`src/rtl/uart_arb_pkg.sv`:
```
// rtl/uart_arb_pkg.sv - shared types and default sizes for the UART transmit arbiter
package uart_arb_pkg;

  // Arbiter sequencing states
  typedef enum logic [1:0] {
    IDLE   = 2'd0,
    LOAD   = 2'd1,
    SETTLE = 2'd2,
    DRAIN  = 2'd3
  } arb_state_e;

  localparam int N_REQ_DEF  = 2;
  localparam int DATA_W_DEF = 8;

endpackage

```
`src/rtl/uart_tx_arbiter_if.sv`:
```
// rtl/uart_tx_arbiter_if.sv - requester and UART handshake bundle for uart_tx_arbiter
//   master: requesters + UART (drive req_valid/req_data/req_last, uart_busy)
//   slave : arbiter (drives req_ready, grant, uart_data, uart_start, timeout_flag)
interface uart_tx_arbiter_if #(
  parameter int N_REQ  = uart_arb_pkg::N_REQ_DEF,
  parameter int DATA_W = uart_arb_pkg::DATA_W_DEF
);
  logic [N_REQ-1:0]        req_valid;
  logic [N_REQ*DATA_W-1:0] req_data;
  logic [N_REQ-1:0]        req_last;
  logic [N_REQ-1:0]        req_ready;
  logic [N_REQ-1:0]        grant;
  logic [DATA_W-1:0]       uart_data;
  logic                    uart_start;
  logic                    uart_busy;
  logic                    timeout_flag;

  modport master (
    output req_valid, req_data, req_last, uart_busy,
    input  req_ready, grant, uart_data, uart_start, timeout_flag
  );

  modport slave (
    input  req_valid, req_data, req_last, uart_busy,
    output req_ready, grant, uart_data, uart_start, timeout_flag
  );
endinterface

```
`src/rtl/uart_tx_arbiter_rr_pick.sv`:
```
// rtl/uart_tx_arbiter_rr_pick.sv - combinational round-robin search from a start pointer
//   i_valid  : request vector
//   i_ptr    : index searched first, search wraps modulo N
//   o_onehot : one-hot winner (zero when nothing valid)
//   o_idx    : winner index
//   o_any    : any request valid
module rr_pick #(
  parameter int N  = 2,
  parameter int PW = $clog2(N)
) (
  input  logic [N-1:0]  i_valid,
  input  logic [PW-1:0] i_ptr,
  output logic [N-1:0]  o_onehot,
  output logic [PW-1:0] o_idx,
  output logic          o_any
);
  always_comb begin
    o_onehot = '0;
    o_idx    = '0;
    o_any    = 1'b0;
    for (int k = 0; k < N; k++) begin
      if (!o_any && i_valid[(int'(i_ptr) + k) % N]) begin
        o_any = 1'b1;
        o_onehot[(int'(i_ptr) + k) % N] = 1'b1;
        o_idx = PW'((int'(i_ptr) + k) % N);
      end
    end
  end
endmodule

```
`src/rtl/uart_tx_arbiter.sv`:
```
// rtl/uart_tx_arbiter.sv - frame-granular round-robin sharing of one UART transmitter
//   clk, nrst : clock, asynchronous active-low reset
//   bus       : uart_tx_arbiter_if.slave (requester byte streams, UART start/busy)
//   Optional ARB_TIMEOUT_EN: forced release of an owner idle mid-frame for TIMEOUT_CYC cycles
module uart_tx_arbiter
  import uart_arb_pkg::*;
#(
  parameter int N_REQ       = N_REQ_DEF,
  parameter int DATA_W      = DATA_W_DEF,
  parameter int TIMEOUT_CYC = 65535
) (
  input  logic             clk,
  input  logic             nrst,
  uart_tx_arbiter_if.slave bus
);
  localparam int PW = $clog2(N_REQ);

  arb_state_e        r_state, w_state;
  logic [N_REQ-1:0]  r_grant, w_grant;
  logic [N_REQ-1:0]  r_ready, w_ready;
  logic [PW-1:0]     r_ptr, w_ptr;
  logic [PW-1:0]     r_owner, w_owner;
  logic              r_last, w_last;
  logic [DATA_W-1:0] r_data, w_data;
  logic              r_start, w_start;

  logic [N_REQ-1:0]  w_pick_oh;
  logic [PW-1:0]     w_pick_idx;
  logic              w_pick_any;
  logic              w_own_valid;
  logic              w_own_last;
  logic [DATA_W-1:0] w_own_data;
  logic [PW-1:0]     w_ptr_inc;

`ifdef ARB_TIMEOUT_EN
  localparam int CW = $clog2(TIMEOUT_CYC + 1);
  logic [CW-1:0] r_cnt, w_cnt;
  logic          r_tflag, w_tflag;
`endif

  rr_pick #(.N(N_REQ), .PW(PW)) u_pick (
    .i_valid  (bus.req_valid),
    .i_ptr    (r_ptr),
    .o_onehot (w_pick_oh),
    .o_idx    (w_pick_idx),
    .o_any    (w_pick_any)
  );

  assign w_own_valid = bus.req_valid[r_owner];
  assign w_own_last  = bus.req_last[r_owner];
  assign w_own_data  = bus.req_data[int'(r_owner)*DATA_W +: DATA_W];
  // Pointer moves one past the owner so it becomes lowest priority next round
  assign w_ptr_inc   = (r_owner == PW'(N_REQ - 1)) ? '0 : r_owner + 1'b1;

  always_comb begin
    w_state = r_state;
    w_grant = r_grant;
    w_ptr   = r_ptr;
    w_owner = r_owner;
    w_last  = r_last;
    w_data  = r_data;
    w_start = 1'b0;
    w_ready = '0;
`ifdef ARB_TIMEOUT_EN
    w_cnt   = r_cnt;
    w_tflag = r_tflag;
`endif
    case (r_state)
      IDLE: begin
        if (w_pick_any) begin
          w_grant = w_pick_oh;
          w_owner = w_pick_idx;
          w_state = LOAD;
        end
      end
      LOAD: begin
        if (w_own_valid && !bus.uart_busy) begin
          w_data           = w_own_data;
          w_start          = 1'b1;
          w_ready[r_owner] = 1'b1;
          w_last           = w_own_last;
          w_state          = SETTLE;
`ifdef ARB_TIMEOUT_EN
          w_cnt            = '0;
`endif
        end
`ifdef ARB_TIMEOUT_EN
        // Only cycles with the owner silent count; a busy UART is not the owner's fault
        else if (!w_own_valid) begin
          if (r_cnt == CW'(TIMEOUT_CYC - 1)) begin
            w_cnt   = '0;
            w_grant = '0;
            w_ptr   = w_ptr_inc;
            w_tflag = 1'b1;
            w_state = IDLE;
          end else begin
            w_cnt = r_cnt + 1'b1;
          end
        end
`endif
      end
      // Give the UART one cycle to raise busy before DRAIN samples it
      SETTLE: w_state = DRAIN;
      DRAIN: begin
        if (!bus.uart_busy) begin
          if (r_last) begin
            w_grant = '0;
            w_ptr   = w_ptr_inc;
            w_state = IDLE;
          end else begin
            w_state = LOAD;
          end
        end
      end
      default: w_state = IDLE;
    endcase
  end

  always_ff @(posedge clk or negedge nrst) begin
    if (!nrst) begin
      r_state <= IDLE;
      r_grant <= '0;
      r_ready <= '0;
      r_ptr   <= '0;
      r_owner <= '0;
      r_last  <= 1'b0;
      r_data  <= '0;
      r_start <= 1'b0;
`ifdef ARB_TIMEOUT_EN
      r_cnt   <= '0;
      r_tflag <= 1'b0;
`endif
    end else begin
      r_state <= w_state;
      r_grant <= w_grant;
      r_ready <= w_ready;
      r_ptr   <= w_ptr;
      r_owner <= w_owner;
      r_last  <= w_last;
      r_data  <= w_data;
      r_start <= w_start;
`ifdef ARB_TIMEOUT_EN
      r_cnt   <= w_cnt;
      r_tflag <= w_tflag;
`endif
    end
  end

  assign bus.req_ready  = r_ready;
  assign bus.grant      = r_grant;
  assign bus.uart_data  = r_data;
  assign bus.uart_start = r_start;
`ifdef ARB_TIMEOUT_EN
  assign bus.timeout_flag = r_tflag;
`else
  assign bus.timeout_flag = 1'b0;
`endif
endmodule

```
`src/flat_wrapper.sv`:
```
// flat-port wrapper written by rule: the top's interface ports become plain ports
module uart_tx_arbiter_flat import uart_arb_pkg::*;
#(
  parameter int N_REQ       = N_REQ_DEF,
  parameter int DATA_W      = DATA_W_DEF,
  parameter int TIMEOUT_CYC = 65535
)
  (clk, nrst, bus_req_valid, bus_req_data, bus_req_last, bus_uart_busy, bus_req_ready, bus_grant, bus_uart_data, bus_uart_start, bus_timeout_flag);
  uart_tx_arbiter_if #(.N_REQ(N_REQ), .DATA_W(DATA_W)) bus_i ();
  input  logic clk;
  input  logic nrst;
  input wire logic [$bits(bus_i.req_valid)-1:0] bus_req_valid;
  input wire logic [$bits(bus_i.req_data)-1:0] bus_req_data;
  input wire logic [$bits(bus_i.req_last)-1:0] bus_req_last;
  input wire logic [$bits(bus_i.uart_busy)-1:0] bus_uart_busy;
  output wire logic [$bits(bus_i.req_ready)-1:0] bus_req_ready;
  output wire logic [$bits(bus_i.grant)-1:0] bus_grant;
  output wire logic [$bits(bus_i.uart_data)-1:0] bus_uart_data;
  output wire logic [$bits(bus_i.uart_start)-1:0] bus_uart_start;
  output wire logic [$bits(bus_i.timeout_flag)-1:0] bus_timeout_flag;
  assign bus_i.req_valid = bus_req_valid;
  assign bus_i.req_data = bus_req_data;
  assign bus_i.req_last = bus_req_last;
  assign bus_i.uart_busy = bus_uart_busy;
  assign bus_req_ready = bus_i.req_ready;
  assign bus_grant = bus_i.grant;
  assign bus_uart_data = bus_i.uart_data;
  assign bus_uart_start = bus_i.uart_start;
  assign bus_timeout_flag = bus_i.timeout_flag;
  uart_tx_arbiter #(.N_REQ(N_REQ), .DATA_W(DATA_W), .TIMEOUT_CYC(TIMEOUT_CYC)) u_core (.clk(clk), .nrst(nrst), .bus(bus_i));
endmodule
```
`config.mk`:
```
export PLATFORM = sky130hd
export DESIGN_NAME = uart_tx_arbiter_flat
export DESIGN_NICKNAME = d
export VERILOG_FILES = /design/src/rtl/uart_arb_pkg.sv /design/src/rtl/uart_tx_arbiter_if.sv /design/src/rtl/uart_tx_arbiter_rr_pick.sv /design/src/rtl/uart_tx_arbiter.sv /design/src/flat_wrapper.sv
export SDC_FILE = /design/constraint.sdc
export NUM_CORES = 1
export LEC_CHECK = 0
export ABC_AREA = 1
export CAP_MARGIN = 10
export CORE_ASPECT_RATIO = 1.4
export CORE_MARGIN = 10
export CORE_UTILIZATION = 39
export CTS_CLUSTER_DIAMETER = 50
export DETAILED_ROUTE_END_ITERATION = 16
export PLACE_DENSITY = 0.72
export SLEW_MARGIN = 25
export SYNTH_ARGS = -nofsm -noshare
export SYNTH_HDL_FRONTEND = slang
export SYNTH_SLANG_ARGS = --single-unit
export TNS_END_PERCENT = 50
```
`constraint.sdc`:
```
create_clock -name clk -period 1.2 [get_ports clk]
set_input_delay 0.24 -clock clk [delete_from_list [all_inputs] [get_ports clk]]
set_output_delay 0.24 -clock clk [all_outputs]
set_load 0.005 [all_outputs]
```
# Yosys cells after proc, flatten, opt, wreduce, memory -nomap -nowiden
# Index checks and enable logic that the tools add are counted.
[op_classes]
n_addsub = 2
multipliers = 0
n_div = 0
order_cmp = 6
n_eq_ne = 7
shift = 1
n_mux = 35
bitwise_logic = 3
reduce_logical = 14
[op_table]
columns = ["cell", "count"]
rows = [
  ["$mux 1", 20],
  ["$mux 2", 10],
  ["$shiftx 16x5->8", 1],
  ["$pmux 2 s4", 1],
  ["$reduce_and 3->1", 2],
  ["$logic_and 1x1->1", 5],
  ["$eq 2x2->1 const B", 2],
  ["$lt 1x2->1 const B", 2],
  ["$ne 2x1->1 const B", 2],
  ["$ne 2x2->1 const B", 2],
  ["$pmux 2 s2", 1],
  ["$reduce_and 2->1", 2],
  ["$reduce_and 4->1", 1],
  ["$demux 1 s1", 3],
  ["$lt 2x3->1 const B", 1],
  ["$add 1x1->1 const B", 2],
  ["$eq 2x1->1 const B", 1],
  ["$ge 1x1->1 const B", 2],
  ["$ge 2x1->1 const B", 1],
  ["$logic_not 1->1", 2],
  ["$logic_not 2->1", 1],
  ["$or 2x2->2", 1],
  ["$reduce_bool 2->1", 1],
  ["$and 1x1->1 const A", 1],
  ["$not 1->1", 1],
]
[totals]
regBits = 18
latchBits = 0
ram_bits = 0
mem_bits_ro = 0
n_memories = 0

# Logic depth before layout (Yosys ltp)
[depth]
ltp_word = 10
ltp_mapped = 7

# By module
# From an unflattened synthesis, not the netlist that was laid out.
[hier_totals]
cells_unflattened = 134
hier_area_um2 = 964.7
[modules_own_cells]
columns = ["mod", "n_inst", "cells_each", "area_each_um2", "seq_area_each_um2"]
rows = [
  ["uart_tx_arbiter", 1, 127, 934.6, 450.4],
  ["rr_pick", 1, 7, 30.0, 0.0],
]

# Worst setup path before layout
# OpenSTA, ideal clock, no wires.
[synth_timing]
path_kind = "reg2reg"
from = "register u_core.r_state[0]"
to = "register u_core.r_grant[0], in the netlist u_core.bus.grant[0]"
arrival_time_ns = 1.198
t_required_ns = 1.083
slack_ns = -0.116
stages_incl_launch_ff = 8
n_path_buf = 0
path_cell_list = "dfrtp_1 -> inv_1 -> ha_1 -> inv_1 -> o21ai_0 -> nand3_1 -> nand2_1 -> nand2_1"
[synth_via]
elab_chain_cells = 3
[synth_lines]
columns = ["item", "line_no", "rtl"]
rows = [
  ["from (decl)", "uart_tx_arbiter.sv:18", "arb_state_e r_state, w_state;"],
  ["from (signal assigned)", "uart_tx_arbiter.sv:134", "r_state <= w_state;"],
  ["$eq 2x2->1 / $logic_not 2->1 (equally long branches)", "uart_tx_arbiter.sv:68", "case (r_state)"],
  ["$ne 2x1->1 (no source line), or another cell as far along", "-", ""],
  ["$reduce_and 4->1 (no source line)", "-", ""],
  ["to (signal assigned)", "uart_tx_arbiter.sv:135", "r_grant <= w_grant;"],
  ["to (decl)", "uart_tx_arbiter.sv:19", "logic [N_REQ-1:0] r_grant, w_grant;"],
]
# Parallel ways exist; a longest one is shown, timed or not.
# A chain may end at the register's enable or synchronous reset.

# Worst setup path after layout
[layout_timing]
from = "register u_core.r_state[0]"
to = "register u_core.r_data[5], in the netlist u_core.bus.uart_data[5]"
[layout_via]
elab_chain_cells = 2
[layout_lines]
columns = ["item", "line_no", "rtl"]
rows = [
  ["$eq 2x1->1", "uart_tx_arbiter.sv:68", ""],
  ["$reduce_and 2->1 (no source line)", "-", ""],
  ["to (signal assigned)", "uart_tx_arbiter.sv:140", "r_data <= w_data;"],
  ["to (decl)", "uart_tx_arbiter.sv:24", "logic [DATA_W-1:0] r_data, w_data;"],
]
# Every way passes these cells.

==> metrics.txt <==
status finished, violations left; failing checks setup timing; CP max FO 9; CTS tree done; Antenna Cells 0; Routed Antenna Nets 0; # port buffers 35; delay-heaviest family, CP flip-flops; WL final 2.97 mm; Int Power 2.04 mW; initial antenna violation count 0; CTS buffer count 3; Fin. Hold Viols 0; cells after synthesis around 140; Final #Nets roughly 220; # rows 21; Tcrit/Tclk final 105%; IO Pins 37; CP peak stage delay between 0.4 and 0.5 ns; Post-DP Area roughly 1400 µm²; Root Buffer clkbuf_4; Psw about 1.4 mW; die height 79.3 µm; WL per Instance about 13 µm; Critical Path Sink Type flip-flop; H-tree level count 1; fin area approximately 1600 µm²; Max Freq 0.792 GHz; Worst Slack Setup Final -0.0622 ns; Synth cell types 17; Starting Density between 40% and 50%; DRC 0; Post-DP HPWL 2.07 mm; leakage 0.836 nW; CTS Buffer Depth 2; GRT Residual Overflow 0; Synth Cell Area around 980 µm²; Area Overhead vs Synth 64.0%; vias in the first global route between 1000 and 1500; Primary FF master, synth dfrtp_1; Buf/Inv on CP 2; Max-Cap Viols 0; min cycle time layout approximately 1.3 ns; Die ar. about 4900 µm²; CTS sink cnt 18; EDFF count, synth 0; Slowest cell on crit path dfrtp_2; Initial DRC Count 30; crit-path cells buf_4, ha_4, nand4_1, buf_4, nand2_1, nand2_1; Hold Path Class in -> async; syn nets roughly 160; register area share after synthesis around 46%; Vias/cell around 4.7; drt first pass iters 4; GRT Resource Usage Total between 10% and 20%; wire length of the first global-routing pass approximately 4.8 mm; Clock Skews roughly 0.00086 ns; Comb pwr share 58.4%; core area around 2400 µm²; sw frac 40.5%; Yosys warnings 0; RSZ-0062 raised after global routing true; flop and latch count out of synthesis 18; post-synthesis async set-or-reset flop share 100%; Clock Latency Late Sink 0.30 ns; largest net degree at the start of global routing 19; crit path kind reg -> reg; Design Power between 3 and 4 mW; power density of the placed cells ~2100 nW/µm²; startpoint types flip-flop; CP Data Arrival Time 1.47 ns; Max IR drop VDD 1580 µV; Avg Inst Size Synth about 7.2 µm²; via count roughly 1000; Clock transition at path regs around 0.10 ns; setup violators final 15; required time of the critical path approximately 1.4 ns; sequential power share a little under a third; Final Max Slew Viols 0; layout cells sized above 1 22.8%; Routability Congestion 0.838; clock share of power around 11%; setup TNS -0.679 ns; DIE WIDTH 62.4 µm
-- per-layer routing --
layer | up-vias | GRT usage, % | wire [µm]
met4 | 0 | 4.26 | 93
met2 | 37 | 20.2 | 1390
met1 | 470 | 13.4 | 1330
met3 | 9 | 2.67 | 147
met5 | - | 0 | 0
li1 | 525 | - | -
-- power by group through the flow --
stage	logic [mW]	clock network (mW)	registers (mW)
floorplan	0.852	0	1.03
global placement	1.50	0	1.05
detailed placement	1.54	0	1.05
CTS	1.82	0.393	1.03
global route	2.22	0.417	1.08
finish	2.01	0.387	1.04
-- kinds of logic (layout without fill, tap and decap cells) --
logic type	after synthesis	after routing	synth area share, %
AO/OA/AOI/OAI	5	5	2.55
adder cells (fa/ha/maj)	4	4	5.11
buffers and inverters	16	69	7.66
flip-flops	18	18	46.0
other	1	1	0.383
AND/OR/NAND/NOR	92	92	38.3
-- Yosys cell counts (2+ instances only) --
library cell	instances	share of area, %
nand3_1	6	3.1
nand4_1	5	3.2
dfrtp_1	18	46
inv_2	2	0.77
inv_1	9	3.4
ha_1	4	5.1
nand2_1	74	28
buf_2	3	1.5
nor2_1	4	1.5
o21ai_0	4	2.0
-- final cells by class --
cell class / instances / area, µm²
timing repair buffer: 54 / 487
fill: 199 / 785
sequential: 18 / 452
inverter: 11 / 41.3
clock buffer: 4 / 36.3
tap: 34 / 42.5
multi-input combinational: 102 / 548
-- layout by cell type (no fill, tap or decap), types with 2 or more instances in the layout --
| master | Yosys | routed |
|---|---|---|
| nand2_1 | 74 | 73 |
| clkdlybuf4s50_1 | 0 | 22 |
| buf_4 | 1 | 19 |
| dfrtp_1 | 18 | 17 |
| clkdlybuf4s15_1 | 0 | 11 |
| inv_1 | 9 | 6 |
| inv_2 | 2 | 5 |
| nand4_1 | 5 | 5 |
| ha_4 | 0 | 4 |
| nor2_1 | 4 | 3 |
| nand3_2 | 1 | 3 |
| o21ai_0 | 4 | 3 |
| nand3_1 | 6 | 3 |
| clkbuf_4 | 0 | 3 |
| nor2_2 | 1 | 2 |
-- timing repair --
action,CTS,global route
buffers inserted,10,2
resized for setup,30,15
endpoints found under the setup margin,29,24
hold buffers,0,0
pin swaps,5,1
-- stage by stage --
stage	cells	util, %	worst slack (ns)	hold WS [ns]
2_1_floorplan	136	-	0.00547	-0.0556
3_3_place_gp	207	58.5	-0.225	0.463
3_5_place_dp	207	58.5	-0.264	0.468
4_1_cts	221	64.7	-0.0943	0.258
5_1_grt	223	67.2	-0.122	0.279
6_report	223	67.2	-0.0622	0.248
-- final timing paths --
kind,startpoint,end,slack [ns],cells after the start
min in group clk,u_core.bus.uart_data[2]$_DFFE_PN0P_,u_core.bus.uart_data[2]$_DFFE_PN0P_,0.49,2
max in group asynchronous,nrst,u_core.r_state[0]$_DFFE_PN0P_,0.74,2
min,nrst,u_core.bus.req_ready[0]$_DFF_PN0_,0.25,2
max,u_core.r_state[0]$_DFFE_PN0P_,u_core.bus.uart_data[5]$_DFFE_PN0P_,-0.06,6
max reg2reg,u_core.r_state[0]$_DFFE_PN0P_,u_core.bus.uart_data[5]$_DFFE_PN0P_,-0.06,6
min reg2reg,u_core.bus.uart_data[2]$_DFFE_PN0P_,u_core.bus.uart_data[2]$_DFFE_PN0P_,0.49,2
-- state kept, by name, summed over array words and instances (netlist names) --
register and cells:
u_core.r_owner 1, u_core.bus.uart_start 1, u_core.bus.req_ready 2, u_core.r_state 2, u_core.bus.grant 2, u_core.r_last 1
u_core.r_ptr 1, u_core.bus.uart_data 8
No activity file was read; power rests on OpenSTA's default activity.
